$ cat config.mk
export PLATFORM = sky130hd
export DESIGN_NAME = ll_tx_arbiter
export DESIGN_NICKNAME = d
export VERILOG_FILES = /design/src/rtl/ll_pkg.sv /design/src/rtl/ll_rr_arb.sv /design/src/rtl/ll_tx_arbiter.sv
export SDC_FILE = /design/constraint.sdc
export NUM_CORES = 1
export LEC_CHECK = 0
export CAP_MARGIN = 20
export CORE_MARGIN = 1.5
export CORE_UTILIZATION = 49
export DETAILED_ROUTE_END_ITERATION = 12
export PLACE_DENSITY = 0.92
export SYNTH_ARGS = -nofsm -noshare
export SYNTH_HDL_FRONTEND = slang
export SYNTH_SLANG_ARGS = --single-unit
$ cat constraint.sdc
create_clock -name clk125MHz -period 3.7 [get_ports clk125MHz]
set_clock_uncertainty 0.1 [all_clocks]
set_input_delay 0.37 -clock clk125MHz [delete_from_list [all_inputs] [get_ports clk125MHz]]
set_output_delay 0.37 -clock clk125MHz [all_outputs]
set_load 0.05 [all_outputs]
$ cat src/rtl/ll_pkg.sv
// Shared LocalLink definitions: arbiter states, beat-counter width and the
// active-low framing levels.
package ll_pkg;

  typedef enum logic [1:0] {
    IDLE = 2'd0,
    HDR  = 2'd1,
    PAY  = 2'd2,
    GAP  = 2'd3
  } ll_state_e;

  localparam int   CNT_W       = 16;
  localparam logic LL_ASSERT   = 1'b0;
  localparam logic LL_DEASSERT = 1'b1;

endpackage

$ cat src/rtl/ll_rr_arb.sv
// Two-way round-robin grant: on a tie the channel not served last wins.
module ll_rr_arb (
  input  logic [1:0] req,
  input  logic       last,
  input  logic       en,
  output logic       gnt_valid,
  output logic       gnt_idx
);

  // Grant decode
  always_comb begin
    gnt_valid = en & (|req);
    if (req == 2'b11) begin
      gnt_idx = ~last;
    end else begin
      gnt_idx = req[1];
    end
  end

endmodule

$ cat src/rtl/ll_tx_arbiter.sv
// Two-source LocalLink frame transmitter: header from ROM, payload from FIFOs.
// Optional macro LL_BACKPRESSURE_EN honours dst_rdyn; otherwise it is ignored.
module ll_tx_arbiter
  import ll_pkg::*;
#(
  parameter int HDRSIZE   = 49,
  parameter int DATALEN   = 1024,
  parameter int CHAN_BYTE = 0
) (
  input  logic       clk125MHz,
  input  logic       rst,
  input  logic       prog_full0,
  input  logic       prog_full1,
  input  logic [7:0] fifo_dout0,
  input  logic [7:0] fifo_dout1,
  output logic       fifo_rd_en0,
  output logic       fifo_rd_en1,
  output logic [7:0] hdr_addr,
  input  logic [7:0] hdr_data,
  input  logic       dst_rdyn,
  output logic       sofn,
  output logic       eofn,
  output logic       src_rdyn,
  output logic [7:0] data,
  output logic       chan,
  output logic       busy
);

  localparam logic [CNT_W-1:0] HDR_LAST  = CNT_W'(HDRSIZE - 1);
  localparam logic [CNT_W-1:0] EOF_BEAT  = CNT_W'(HDRSIZE + DATALEN - 1);
  localparam logic [CNT_W-1:0] CHAN_BEAT = CNT_W'(CHAN_BYTE);

  ll_state_e        state_r, state_n;
  logic [CNT_W-1:0] cnt_r, cnt_n;
  logic             chan_r, chan_n;
  logic             last_r, last_n;
  logic             sofn_r, eofn_r, src_rdyn_r, busy_r;
  logic             stall, in_frame, xfer, next_in_frame;
  logic             gnt_valid, gnt_idx;

`ifdef LL_BACKPRESSURE_EN
  assign stall = dst_rdyn;
`else
  logic unused_dst_rdyn;
  assign unused_dst_rdyn = dst_rdyn;
  assign stall           = 1'b0;
`endif

  assign in_frame = (state_r == HDR) || (state_r == PAY);
  assign xfer     = in_frame & ~stall;

  ll_rr_arb u_arb (
    .req       ({prog_full1, prog_full0}),
    .last      (last_r),
    .en        ((state_r == IDLE) & ~rst),
    .gnt_valid (gnt_valid),
    .gnt_idx   (gnt_idx)
  );

  // Next-state and beat-counter logic
  always_comb begin
    state_n = state_r;
    cnt_n   = cnt_r;
    chan_n  = chan_r;
    last_n  = last_r;
    case (state_r)
      IDLE: begin
        if (gnt_valid) begin
          state_n = HDR;
          cnt_n   = '0;
          chan_n  = gnt_idx;
          last_n  = gnt_idx;
        end else begin
          state_n = IDLE;
        end
      end
      HDR: begin
        if (xfer) begin
          cnt_n   = cnt_r + 16'd1;
          state_n = (cnt_r == HDR_LAST) ? PAY : HDR;
        end else begin
          state_n = HDR;
        end
      end
      PAY: begin
        if (xfer && (cnt_r == EOF_BEAT)) begin
          state_n = GAP;
          cnt_n   = '0;
        end else if (xfer) begin
          cnt_n   = cnt_r + 16'd1;
        end else begin
          state_n = PAY;
        end
      end
      GAP:     state_n = IDLE;
      default: begin
        state_n = IDLE;
        cnt_n   = '0;
      end
    endcase
  end

  assign next_in_frame = (state_n == HDR) || (state_n == PAY);

  // Framing flags are computed from the next state so they line up with the beat
  always_ff @(posedge clk125MHz) begin
    if (rst) begin
      state_r    <= IDLE;
      cnt_r      <= '0;
      chan_r     <= 1'b0;
      last_r     <= 1'b1;
      sofn_r     <= LL_DEASSERT;
      eofn_r     <= LL_DEASSERT;
      src_rdyn_r <= LL_DEASSERT;
      busy_r     <= 1'b0;
    end else begin
      state_r    <= state_n;
      cnt_r      <= cnt_n;
      chan_r     <= chan_n;
      last_r     <= last_n;
      src_rdyn_r <= next_in_frame ? LL_ASSERT : LL_DEASSERT;
      sofn_r     <= (next_in_frame && (cnt_n == '0)) ? LL_ASSERT : LL_DEASSERT;
      eofn_r     <= (next_in_frame && (cnt_n == EOF_BEAT)) ? LL_ASSERT : LL_DEASSERT;
      busy_r     <= (state_n != IDLE);
    end
  end

  // Data path and FIFO pops
  always_comb begin
    hdr_addr    = 8'd0;
    data        = 8'd0;
    fifo_rd_en0 = 1'b0;
    fifo_rd_en1 = 1'b0;
    case (state_r)
      HDR: begin
        hdr_addr = cnt_r[7:0];
        data     = (cnt_r == CHAN_BEAT) ? {7'b0, chan_r} : hdr_data;
      end
      PAY: begin
        data        = chan_r ? fifo_dout1 : fifo_dout0;
        fifo_rd_en0 = xfer & ~chan_r;
        fifo_rd_en1 = xfer & chan_r;
      end
      default: begin
        hdr_addr = 8'd0;
        data     = 8'd0;
      end
    endcase
  end

  assign sofn     = sofn_r;
  assign eofn     = eofn_r;
  assign src_rdyn = src_rdyn_r;
  assign busy     = busy_r;
  assign chan     = chan_r;

endmodule

# == Word-level counts from Yosys, hierarchy flattened ==
# Cells that the tools add are included.
# word_totals
register_bits,24
input_bits,29
output_inout_bits,23
wordCells,56
# op_classes
n_addsub,1
eq_ne,9
muxes,20
n_bitwise,7
n_reduce_logical,11
# ops
op,n
16-bit two-way mux,3
16-bit case mux with 3 select lines,1
16-bit by 11-bit == test with 1-bit output (second input constant),2
16-bit zero test,2
8-bit two-way mux,3
16-bit by 1-bit adder with 16-bit output (second input constant),1
16-bit by 6-bit == test with 1-bit output (second input constant),1
8-bit case mux with 2 select lines,1
2-bit == test (second input constant),4
2-bit two-way mux,4
2-bit case mux with 4 select lines,1
1-bit two-way mux,7
1-bit AND,4
2-bit by 1-bit == test with 1-bit output (second input constant),2
1-bit logical AND,3
1-bit inverter,3
2-bit zero test,1
1-bit logical OR,2
2-bit AND reduction,1
2-bit nonzero test,1
2-bit OR reduction,1

# == Longest topological paths before layout ==
# depth
ltp_word,9
ltp_mapped,13
depth_no_buf,12

# == Cells and area by module ==
# From an unflattened synthesis, not the netlist that was laid out.
# hier_totals
hier_cells,256
area_unflattened_um2,2021.9
# by_module_without_submodules
module,n_inst,cells_per_inst,area_per_inst_um2,seq_area_each_um2
ll_tx_arbiter,1,254,2003.2,480.5
ll_rr_arb,1,2,18.8,0.0

# == Worst setup path after synthesis ==
# Ideal clock, no wire load.
# synth_path
kind,register to register
start,reg state_r[1]
end,"reg eofn_r, in the netlist eofn"
setup_ps,122
t_arrival_ps,2413
slack_ps,1065
path_stages_with_launch,14
period_less_slack_ps,2635
path_cell_list,dfxtp_1 -> inv_1 -> ha_1 -> buf_4 -> and4b_1 -> and4_1 -> buf_4 -> a21oi_1 -> o32a_1 -> ha_1 -> nand2b_1 -> a21oi_1 -> and4_1 -> nand3_1
# synth_between
elab_chain_len,9
elab_cells_between_ends,23
cone_classes,eq/ne: 6; mux: 10; bitwise: 2; reduce/logical: 5
# synth_rtl
element,line_no,rtl
"start, declared",ll_tx_arbiter.sv:33,"ll_state_e state_r, state_n;"
"start signal, assigned",ll_tx_arbiter.sv:117,state_r <= state_n;
branches (longest 7 deep; another with 16-bit two-way mux),--,
1-bit logical AND (*),ll_tx_arbiter.sv:123,eofn_r <= (next_in_frame && (cnt_n == EOF_BEAT)) ? LL_ASSERT : LL_DEASSERT;
1-bit two-way mux (*),ll_tx_arbiter.sv:123,
"end signal, assigned",ll_tx_arbiter.sv:123,
"end, declared",ll_tx_arbiter.sv:37,"logic sofn_r, eofn_r, src_rdyn_r, busy_r;"
# Mark *: on every way between the ends.
# A chain may end at the register's enable or synchronous reset.

# == Worst setup path after layout ==
# layout_path
start,reg cnt_r[0]
end,out data[5]
# layout_between
elab_chain_len,3
# layout_rtl
element,line_no,rtl
"start, declared",ll_tx_arbiter.sv:34,"logic [CNT_W-1:0] cnt_r, cnt_n;"
"start signal, assigned",ll_tx_arbiter.sv:118,cnt_r <= cnt_n;
16-bit zero test,ll_tx_arbiter.sv:137,"data = (cnt_r == CHAN_BEAT) ? {7'b0, chan_r} : hdr_data;"
8-bit two-way mux,ll_tx_arbiter.sv:137,
8-bit case mux with 2 select lines,ll_tx_arbiter.sv:134,case (state_r)
"end, declared",ll_tx_arbiter.sv:24,"output logic [7:0] data,"
# No other way between the ends.

==> summary.txt <==
Worst setup path
  • Crit path kind: reg2out
  • CP required: approximately 3.2 ns
  • FF-to-FF setup slack: 0.82 ns
  • Critical path's largest stage delay: just over 0.8 ns
  • Crit path launch type: flip-flop
  • Crit-path cells: inv_1 -> ha_1 -> nor4b_2 -> nand4bb_1 -> and2_1 -> a22oi_1 -> nor2b_1 -> clkdlybuf4s50_1
  • Worst Reg2Reg Path Length in Cells: 10
  • Critical path peak fanout: 7
  • CP endpoint kind: primary output
  • CP Buf/Inv Count: 2
  • Crit-path leading delay family: buffers and inverters
  • Worst path slowest cell: clkdlybuf4s50_1
  • R2r endpoint: sofn$_SDFF_PP1_
  • Worst R2R Start: state_r[1]$_SDFF_PP0_
  • Crit path DAT: approximately 2.8 ns

CTS
  • # hold bufs at CTS: 0
  • Clk buf depth: 2
  • Post-CTS setup repair buffer count: 0
  • Cts bufs inserted: 3
  • CTS Sinks: 24
  • Clock-pin slew on the worst setup and hold paths: 0.09 ns
  • # resized after CTS: 0
  • H-tree level count: 1
  • CTS tree: done
  • Root Driver: clkbuf_8
  • Skew-Pair Late Insertion Delay: ~0.27 ns

Timing
  • Setup TNS: 0 ns
  • Slew headroom: 0.6182
  • Worst Tran Pin Value: between 0.5 and 0.6 ns
  • Max Slew Vio Count: 0
  • Final period util: 0.8725
  • Unrepaired setup endpoints after global routing: false
  • WHS: ~0.40 ns
  • Max Freq: 309.8 MHz
  • Fin crit period: 3.228 ns
  • # setup viols final: 0
  • Hold Vio Cnt, Final: 0

Place
  • DP HPWL: about 3800 µm
  • RePlAce Congestion: between 0.9 and 1
  • PortBufs: 50

GRT
  • Vias in the first global route: between 1500 and 2000
  • Global-route wire length before repair: 8756 µm
  • Largest net degree at the start of global routing: 24
  • Global route overflow: 0
  • Initial antenna violation count: 0
  • Total GRT Usage: 0.2544

Pwr
  • Pleak: approximately 0.86 nW
  • Power Density: 215.5 nW/µm²
  • Maximum vdd drop: around 0.19 mV

Route
  • Vias: roughly 2000
  • Antenna viol nets, final: 0
  • DRC: 0
  • DR pass1 iterations: 4
  • DRT iter0 DRCs: between 100 and 150
  • Wire length per cell: approximately 15 µm
  • Post-DR vias/cell: roughly 5.8
  • Routed Wire Length: roughly 5200 µm

Min path
  • Hold EP: last_r$_SDFFE_PP1P_
  • Hold path depth: 1
  • Hold/Removal Path Class: reg2reg
  • Hold path start: last_r$_SDFFE_PP1P_

Logic synthesis
  • Main synth FF type: dfxtp_1
  • Post-synthesis async set-or-reset flop share: 0
  • Mapped Area: just under 2000 µm²
  • Register area share after synthesis: 0.2451
  • Synth Net Count: ~290
  • Post-synth cell types: 57
  • Synth Area per Inst: just under 8 µm²
  • Cells after Synth: 255
  • Yosys Warn Count: 0
  • Number of synthesized flops with an enable pin: 0
  • Yosys reg bits: 24

Layout
  • Most common cell after layout, fill and taps aside: clkdlybuf4s50_1
  • Area grow syn2layout: 27.31%
  • Most frequent cells in the layout: 50 x clkdlybuf4s50_1, 28 x nor2_1, 24 x dfxtp_1, 21 x a21oi_1, 17 x nand2_1
  • Share of layout cells above drive strength 1: 0.09589
  • Final nets: ~330
  • ANT cells: 0

Floorplanning
  • Die span in x: ~66 µm
  • IO Count: 52
  • Die area: 4390 µm²
  • Std cell rows: 22
  • Core box area: about 3700 µm²
  • Initial Utilization: 0.5237
  • Die Y: 66.26 µm

Job
  • Max_cap viols: 0

Run status
  • Status: complete, no violations
==> routing by layer <==
metal | vias up | track usage | share of wire
met2 | 72 | 0.4338 | 0.47
met1 | 911 | 0.3271 | 0.45
li1 | 989 | - | -
met4 | 0 | 0.08929 | 0.017
met5 | - | 0 | 0
met3 | 11 | 0.03237 | 0.063
==> sequential cells by signal, indices dropped and copies added, names as in the netlist <==
signal and flops:
cnt_r 16, state_r 2, busy 1, chan 1
eofn 1, last_r 1, sofn 1, src_rdyn 1
==> final cells by class <==
| type | instances | area (µm²) |
|---|---|---|
| tap | 48 | 60.06 |
| clock buffer | 3 | 41.29 |
| multi-input combinational | 203 | 1354 |
| timing repair buffer | 54 | 530.5 |
| inverter | 8 | 30.03 |
| fill | 329 | 1247 |
| sequential | 24 | 480.5 |
==> worst register-to-register path: stages (launching register included) <==
cell,delay [ns]
dfxtp_1,0.39
inv_1,0.10
ha_1,0.31
buf_4,0.20
and2_0,0.35
nand2_1,0.17
nor4_1,0.54
a211oi_1,0.10
a41o_1,0.26
a21o_1,0.20
nand3_1,0.09
==> Yosys cell counts (all sizes together), types with 5 or more instances <==
master / number / area [µm²]
nor2b: 11 / 68.82
nand2: 17 / 63.81
nor3: 8 / 50.05
inv: 8 / 30.03
clkbuf: 9 / 35.03
nand3: 12 / 60.06
ha: 9 / 112.6
dfxtp: 24 / 480.5
a22oi: 12 / 90.09
buf: 11 / 61.30
and2: 12 / 76.33
a21oi: 22 / 113.9
mux2: 9 / 101.4
nand4: 5 / 37.53
o21ai: 9 / 45.04
nor2: 28 / 105.1
==> kinds of logic after synthesis <==
family | count (synthesis) | synth area share
fa+ha+maj | 9 | 0.05744
flops | 24 | 0.2451
buf+inv | 28 | 0.06445
mux | 10 | 0.05680
compound gates | 64 | 0.2221
simple gates | 116 | 0.3363
xor+xnor | 4 | 0.01787
==> stage by stage <==
stage	utilization	power, mW	area (µm²)	std cells	setup WS (ns)
floorplan	-	0.3384	1961	255	1.065
global placement	0.6557	0.3839	2455	337	0.8461
detailed placement	0.6557	0.3864	2455	337	0.8118
CTS	0.6668	0.5388	2496	340	0.4885
global route	0.6668	0.5599	2496	340	0.3251
finish	0.6668	0.5380	2496	340	0.4719
==> worst max-delay path by stage <==
stage          cells after the start         endpoint  slack (ns)             startpoint
2_1_floorplan                     13  eofn$_SDFF_PP1_        1.06  state_r[1]$_SDFF_PP0_
3_3_place_gp                       8          data[4]        0.85    cnt_r[0]$_SDFF_PP0_
3_5_place_dp                       8          data[5]        0.81    cnt_r[0]$_SDFF_PP0_
4_1_cts                            8          data[3]        0.49    cnt_r[0]$_SDFF_PP0_
5_1_grt                            8          data[1]        0.33    cnt_r[0]$_SDFF_PP0_
6_report                           8          data[5]        0.47    cnt_r[0]$_SDFF_PP0_
==> power by group <==
group          internal (mW)  leakage [nW]  switching, mW
Combinational         0.0594         0.646         0.0540
Sequential             0.263         0.195        0.00547
Clock                 0.0730        0.0216         0.0834
(Power assumes the default switching activity.)
